<file path="config.mk">
export PLATFORM = sky130hd
export DESIGN_NAME = uart_rx_fifo
export DESIGN_NICKNAME = d
export VERILOG_FILES = /design/src/rtl/uart_rx_fifo.sv
export SDC_FILE = /design/constraint.sdc
export NUM_CORES = 1
export LEC_CHECK = 0
export ABC_AREA = 1
export ABC_CLOCK_PERIOD_IN_PS = 2860
export CORE_UTILIZATION = 60
export CTS_CLUSTER_SIZE = 14
export DETAILED_ROUTE_END_ITERATION = 6
export GPL_ROUTABILITY_DRIVEN = 0
export MAX_ROUTING_LAYER = met4
export PLACE_DENSITY_LB_ADDON = 0.12
export SLEW_MARGIN = 20
export SYNTH_ARGS = -nofsm -noshare
export SYNTH_HDL_FRONTEND = slang
export SYNTH_SLANG_ARGS = --single-unit
</file>
<file path="constraint.sdc">
create_clock -name clk -period 2.86 [get_ports clk]
set_input_delay 0.858 -clock clk [delete_from_list [all_inputs] [get_ports clk]]
set_output_delay 0.858 -clock clk [all_outputs]
set_load 0.005 [all_outputs]
</file>
<file path="src/rtl/uart_rx_fifo.sv">
// Receive-side FIFO behind the UART receiver: captures words on rx_done and presents
// them first-word-fall-through on a valid/ready port, with fill level and sticky overflow.
module uart_rx_fifo #(
   parameter int unsigned DBITS    = 8,
   parameter int unsigned ADDR_W   = 4,
   parameter int unsigned AF_LEVEL = 12
) (
   input  logic              clk,
   input  logic              rst,
   input  logic              rx_done,
   input  logic [DBITS-1:0]  rx_data,
   input  logic              rd_ready,
   output logic              rd_valid,
   output logic [DBITS-1:0]  rd_data,
   output logic [ADDR_W:0]   count,
   output logic              empty,
   output logic              full,
   output logic              almost_full,
   output logic              overflow,
   input  logic              ovf_clr
);

   localparam int unsigned     DEPTH    = 2 ** ADDR_W;
   localparam logic [ADDR_W:0] FULL_CNT = (ADDR_W + 1)'(DEPTH);
   localparam logic [ADDR_W:0] AF_CNT   = (ADDR_W + 1)'(AF_LEVEL);
   localparam logic [ADDR_W:0] CNT_ONE  = (ADDR_W + 1)'(1);
   localparam logic [ADDR_W-1:0] PTR_ONE = ADDR_W'(1);

   logic [DBITS-1:0]  mem_q [DEPTH];
   logic [ADDR_W-1:0] wr_ptr_q, wr_ptr_d;
   logic [ADDR_W-1:0] rd_ptr_q, rd_ptr_d;
   logic [ADDR_W:0]   count_q, count_d;
   logic              ovf_q, ovf_d;
   logic              push, pop, drop;

   // Flags decode straight from the registered count so they carry no extra latency.
   always_comb begin
      empty       = (count_q == '0);
      full        = (count_q == FULL_CNT);
      almost_full = (count_q >= AF_CNT);
      rd_valid    = !empty;
      rd_data     = mem_q[rd_ptr_q];
      count       = count_q;
      overflow    = ovf_q;
   end

   // A write into a full FIFO still lands when the head is popped in the same cycle.
   always_comb begin
      pop      = rd_valid & rd_ready;
      push     = rx_done & (!full | pop);
      drop     = rx_done & full & !pop;
      wr_ptr_d = push ? wr_ptr_q + PTR_ONE : wr_ptr_q;
      rd_ptr_d = pop  ? rd_ptr_q + PTR_ONE : rd_ptr_q;
      count_d  = count_q;
      unique case ({push, pop})
         2'b10:   count_d = count_q + CNT_ONE;
         2'b01:   count_d = count_q - CNT_ONE;
         default: count_d = count_q;
      endcase
      ovf_d = drop | (ovf_q & !ovf_clr);
   end

   always_ff @(posedge clk or negedge rst) begin
      if (!rst) begin
         wr_ptr_q <= '0;
         rd_ptr_q <= '0;
         count_q  <= '0;
         ovf_q    <= 1'b0;
      end else begin
         wr_ptr_q <= wr_ptr_d;
         rd_ptr_q <= rd_ptr_d;
         count_q  <= count_d;
         ovf_q    <= ovf_d;
      end
   end

   always_ff @(posedge clk) begin
      if (push && rst) begin
         mem_q[wr_ptr_q] <= rx_data;
      end
   end

endmodule

</file>
Yosys cells after proc, flatten, opt, wreduce, memory -nomap -nowiden
Memories as Yosys holds them, arrays and structs flattened.
Index checks and enable logic that the tools add are counted.
{ "totals": {"regBits": 14, "ramBits": 128, "input_bits": 13, "out_inout_bits": 18, "elab_cells": 30, "n_memories": 1} }
{ "memory_table": {"columns": ["memory", "words", "word_bits", "rd", "rd_ports_with_merged_regs", "write_ports", "line_no", "rtl"], "rows": [
  ["mem_q", 16, 8, 1, 0, 1, "29", "logic [DBITS-1:0] mem_q [DEPTH];"]
]} }
{ "classes": {"addsub": 4, "order_cmp": 1, "eq_ne": 3, "muxes": 3, "bitwise_logic": 7, "n_reduce_logical": 7} }
{ "op_table": {"columns": ["op", "n"], "rows": [
  ["5-bit one-hot mux with 2 select lines", 1],
  ["4-bit by 1-bit adder with 4-bit output, second input constant", 2],
  ["5-bit by 1-bit adder with 5-bit output, second input constant", 1],
  ["1-bit bitwise AND", 5],
  ["5-bit == test, second input constant", 1],
  ["5-bit by 4-bit greater-or-equal comparator with 1-bit output, second input constant", 1],
  ["5-bit logical NOT", 1],
  ["5-bit by 1-bit subtractor with 5-bit output, second input constant", 1],
  ["1-bit logical NOT", 4],
  ["2-bit by 1-bit == test with 1-bit output, second input constant", 1],
  ["2-bit == test, second input constant", 1],
  ["1-bit 2-to-1 mux", 2],
  ["1-bit bitwise OR", 2],
  ["2-bit nonzero test", 1],
  ["1-bit logical AND", 1]
]} }

Logic depth before layout (Yosys ltp)
{ "depth": {"depth_word": 8, "depth_mapped": 16, "depth_no_buf": 16} }

Least setup slack after synthesis
Ideal clock, no wire load.
{ "synth_timing": {"path_type": "input to register", "start": "input rd_ready", "end": "register count_q[4], in the netlist count[4]", "setup_time_ns": 0.117, "arrival_ns": 2.209, "slack_ns": 0.535, "cell_stages": 14, "n_path_buf": 0, "cell_sequence": "inv_1 > nand2_4 > nand2_1 > ha_1 > inv_1 > fa_1 > inv_1 > nand2_1 > nand2_1 > nand2_1 > nand2_1 > nand2_1 > nand2_1 > nand2_1"} }
{ "synth_via": {"elab_chain_len": 5, "elab_cells_between_ends": 7} }
{ "synth_rtl": {"columns": ["element", "line_no", "rtl"], "rows": [
  ["from (decl)", "12", "input logic rd_ready,"],
  ["1-bit bitwise AND *", "49", "pop = rd_valid & rd_ready;"],
  ["1-bit bitwise OR", "50", "push = rx_done & (!full | pop);"],
  ["1-bit bitwise AND", "50", null],
  ["2-bit by 1-bit == test with 1-bit output or 2-bit == test (tied branches)", "55", "unique case ({push, pop})"],
  ["5-bit one-hot mux with 2 select lines or 2-bit nonzero test (tied branches)", null, null],
  ["to (signal assigned)", "72", "count_q <= count_d;"],
  ["to (decl)", "32", "logic [ADDR_W:0] count_q, count_d;"]
]} }
Mark *: on every way between the ends. The rest lies on a longest branch, timed or not.
A chain may end at the register's enable or synchronous reset.

Final worst setup path
{ "layout_timing": {"start": "register rd_ptr_q[0]", "end": "output rd_data[7]"} }
{ "layout_via": {"elab_chain_len": 1} }
{ "layout_rtl": {"columns": ["element", "line_no", "rtl"], "rows": [
  ["from (decl)", "31", "logic [ADDR_W-1:0] rd_ptr_q, rd_ptr_d;"],
  ["from (signal assigned)", "71", "rd_ptr_q <= rd_ptr_d;"],
  ["memory read 16 x 8 bit", null, null],
  ["to (decl)", "14", "output logic [DBITS-1:0] rd_data,"]
]} }
No other way between the ends.

==> qor.csv <==
stage,metric,value,unit
die,# IOs,31,
place,Port-buffer cells,30,
critical_path,reg-to-reg startpoint,count[3],
critical_path,type of the worst setup path,flip-flop to primary output,
cts,clk sinks,142,
critical_path,Worst path most repeated cell,nand2_1,
cells_and_area,multi-input logic area,2136,um^2
route,via count,5028,
critical_path,largest delay contributor family on the critical path,buffers and inverters,
critical_path,CP Buf/Inv Count,5,
critical_path,CP max stage cell,dfrtp_2,
die,Core ar.,10370,um^2
critical_path,Startpoint Class,flip-flop,
synthesis,most numerous cell in the Yosys netlist,nand2_1,
route,final WL,17.59,mm
cells_and_area,FF/Latch Area,4197,um^2
synthesis,most instantiated cells after synthesis,"nand2_1 (249), edfxtp_1 (128), nor2_1 (71), inv_1 (68), nand3_1 (53)",
critical_path,critical path peak fanout,5,
worst_hold_path,Hold Crit Class,flip-flop to flip-flop,
critical_path,CP required,2.00,ns
pwr,peak supply drop,584.9,uV
global_routing,global router's overall resource usage,32.07,%
critical_path,Crit. End Element,primary output,
die,chip height,105.7,um
cells_and_area,layout cell share with drive strength beyond 1,25.37,%
cts,Max clock buf depth,2,
timing,Final setup violation count,3,
global_routing,largest net degree at the start of global routing,23,
cts,H-Tree Depth,4,
timing,Final Max Slew Viols,0,
cells_and_area,# fillers,562,
cts,total CTS buffers,17,
timing,setup ws final,-0.03355,ns
critical_path,reg2reg end,count[4],
timing,RSZ-0062 raised after global routing,true,
synthesis,sequential share of the synthesized area,64.97,%
synthesis,top cell type's share of synthesized area,59.55,%
global_routing,total gr overflow,0,
cts,CTS Root Cell,clkbuf_8,
outcome,status,"finished, violations left",
synthesis,"Async S/R FF share, synth",9.859,%
cts,clock slew at reported path FFs,0.06,ns
place,Place WS,-0.02701,ns
timing,worst slew pin tran,0.7111,ns
die,initial core utilization,62.25,%
timing,Fin. Hold Viols,0,
place,dpl hpwl,8.993,mm
global_routing,initial antenna violation count,0,
synthesis,largest cells by area after synthesis,"edfxtp_1 (60%), nand2_1 (14%), dfrtp_1 (5.4%), nor2_1 (4.1%), nand3_1 (4.1%)",
timing,min cycle time layout,2.894,ns
critical_path,critical-path cell list,buf_12 > clkinv_8 > buf_6 > buf_6 > nand2_1 > nand3_1 > nand2_1 > nor2_2 > nand2_1 > nand2_1 > buf_2,
cts,CTS tree,built,
outcome,failing checks,setup timing,
route,antenna-violating nets left,0,
critical_path,crit path capture,rd_data[7],
synthesis,Synth Register Bits,142,
cts,# hold bufs at CTS,0,
die,die area,11180,um^2
flow_run,# Max-Cap Violations,0,
synthesis,syn_nets,672,
critical_path,Crit path depth,11,
cells_and_area,Nets,752,
timing,Fmax,345.6,MHz
critical_path,Worst R2R Setup Slack,0.51,ns
critical_path,CP peak stage delay,0.44,ns
critical_path,CP Launch Point,rd_ptr_q[0],
timing,Worst Skew,0.008063,ns
timing,Max-slew headroom,52.45,%
die,# rows,37,
global_routing,first-pass GRT wire length,25.07,mm
synthesis,Mapped Avg Cell Area,9.946,um^2
route,Avg WL per Cell,20.06,um
route,DR iter-0 viols,600,
timing,Tcrit/Tclk final,101.2,%
route,Initial DRT Pass Iterations,5,
synthesis,Synthesis Warnings,0,
critical_path,CP arrival,2.04,ns
synthesis,Yosys cell types,28,
cts,Worst-Skew Late Latency,0.53,ns
global_routing,vias in the first global route,4730,
timing,WHS,0.5511,ns
route,vias per inst,5.733,
synthesis,post-synth top area cell,edfxtp_1,
pwr,PD cells,1039,nW/um^2
synthesis,Mapped Cells,649,
pwr,leak pwr,3.561,nW
synthesis,Mapped Area,6455,um^2
synthesis,number of synthesized flops with an enable pin,128,
cells_and_area,area grow syn2layout,30.72,%
cells_and_area,Antenna Diode Count,0,
die,Die Span X,105.7,um
route,DRC viols,0,
critical_path,Worst R2R Path Depth,16,
synthesis,"Top FF cell, synth",edfxtp_1,
==> state kept, by name, summed over array words and instances (netlist names) <==
name and count:
count 5, wr_ptr_q 4, mem_q 128, rd_ptr_q 4, overflow 1
==> placed cells by master, fill, tap and decap left out, types with 2 or more instances in the layout <==
| cell type | synthesis | layout |
|---|---|---|
| nand2_1 | 249 | 214 |
| xnor2_1 | 2 | 2 |
| buf_8 | 0 | 2 |
| edfxtp_1 | 128 | 128 |
| nand3_1 | 53 | 40 |
| buf_2 | 15 | 7 |
| bufinv_16 | 0 | 5 |
| clkbuf_16 | 0 | 20 |
| o21ai_0 | 8 | 8 |
| buf_12 | 1 | 7 |
| clkinv_1 | 1 | 3 |
| nand4_1 | 2 | 2 |
| dfrtp_2 | 0 | 2 |
| nor2_4 | 1 | 13 |
| clkbuf_1 | 1 | 3 |
| xor2_1 | 2 | 2 |
| nand3_2 | 7 | 20 |
| clkdlybuf4s50_1 | 0 | 22 |
| nor2_2 | 0 | 21 |
| buf_16 | 0 | 7 |
| nor2_1 | 71 | 38 |
| inv_4 | 0 | 2 |
| clkinvlp_4 | 0 | 2 |
| ha_1 | 9 | 9 |
| nand2_4 | 1 | 2 |
| nand2_2 | 1 | 35 |
| inv_1 | 68 | 68 |
| buf_6 | 3 | 6 |
| buf_4 | 2 | 28 |
| dfrtp_1 | 14 | 12 |
==> power breakdown <==
group          internal, mW  switching, mW  leakage, nW  total, mW
sequential             2.43          0.156         1.32       2.58
clock                  1.50          0.824        0.291       2.32
combinational          1.70           2.16         1.95       3.86
total                  5.63           3.14         3.56       8.77
==> tightest hold or removal path, stage by stage, from the launching register on <==
cell,delay [ns]
dfrtp_1,0.40
nand2_1,0.06
nand2_1,0.06
==> cell type report <==
class / instances / area share [%]
sequential: 142 / 49.73
multi-input combinational: 411 / 25.31
timing repair buffer: 84 / 12.19
clock buffer: 20 / 5.042
inverter: 73 / 3.455
clock inverter: 11 / 2.254
tap: 136 / 2.017
==> cell families (layout without fill, tap and decap cells) <==
group | count (synthesis) | in the layout | share of synthesized area, %
xor+xnor | 4 | 4 | 0.5428
buf+inv | 96 | 188 | 6.590
compound gates | 9 | 9 | 0.7173
fa+ha+maj | 10 | 10 | 2.055
simple gates | 388 | 388 | 25.12
flops | 142 | 142 | 64.97
==> repair_timing <==
action,4_1_cts,5_1_grt
resized for setup,89,68
endpoints found under the setup margin,8,8
pin swaps,47,37
gates cloned,8,5
buffers inserted,12,0
endpoints found under the hold margin,0,0
==> layer usage <==
metal | GRT usage, % | vias to the layer above | share of wire, %
li1 | - | 2255 | -
met1 | 38.72 | 2387 | 36
met2 | 53.03 | 313 | 51
met3 | 5.690 | 73 | 8.9
met4 | 14.38 | 0 | 4.0
met5 | - | - | 0
==> metrics by stage <==
| stage | instances | utilization (%) | total power [mW] | instance area [um^2] | setup TNS (ns) |
|---|---|---|---|---|---|
| after global placement | 822 | 67.75 | 5.080 | 7025 | 0 |
| after global routing | 877 | 81.37 | 9.128 | 8438 | -0.3557 |
| final | 877 | 81.37 | 8.768 | 8438 | -0.07512 |
| after detailed placement | 822 | 67.75 | 5.152 | 7025 | -0.02701 |
| after floorplan | 649 | - | 4.214 | 6455 | 0 |
| after CTS | 873 | 78.32 | 8.200 | 8122 | -0.1451 |
==> how the worst min path moves through the flow <==
stage,from,endpoint,cells after the start
6_report,count[4],count[4],2
5_1_grt,overflow,overflow,2
4_1_cts,count[4],count[4],2
3_5_place_dp,count[4],count[4],2
3_3_place_gp,overflow,overflow,2
2_1_floorplan,count[4],count[4],2
Power figures use the tool's default switching activity.
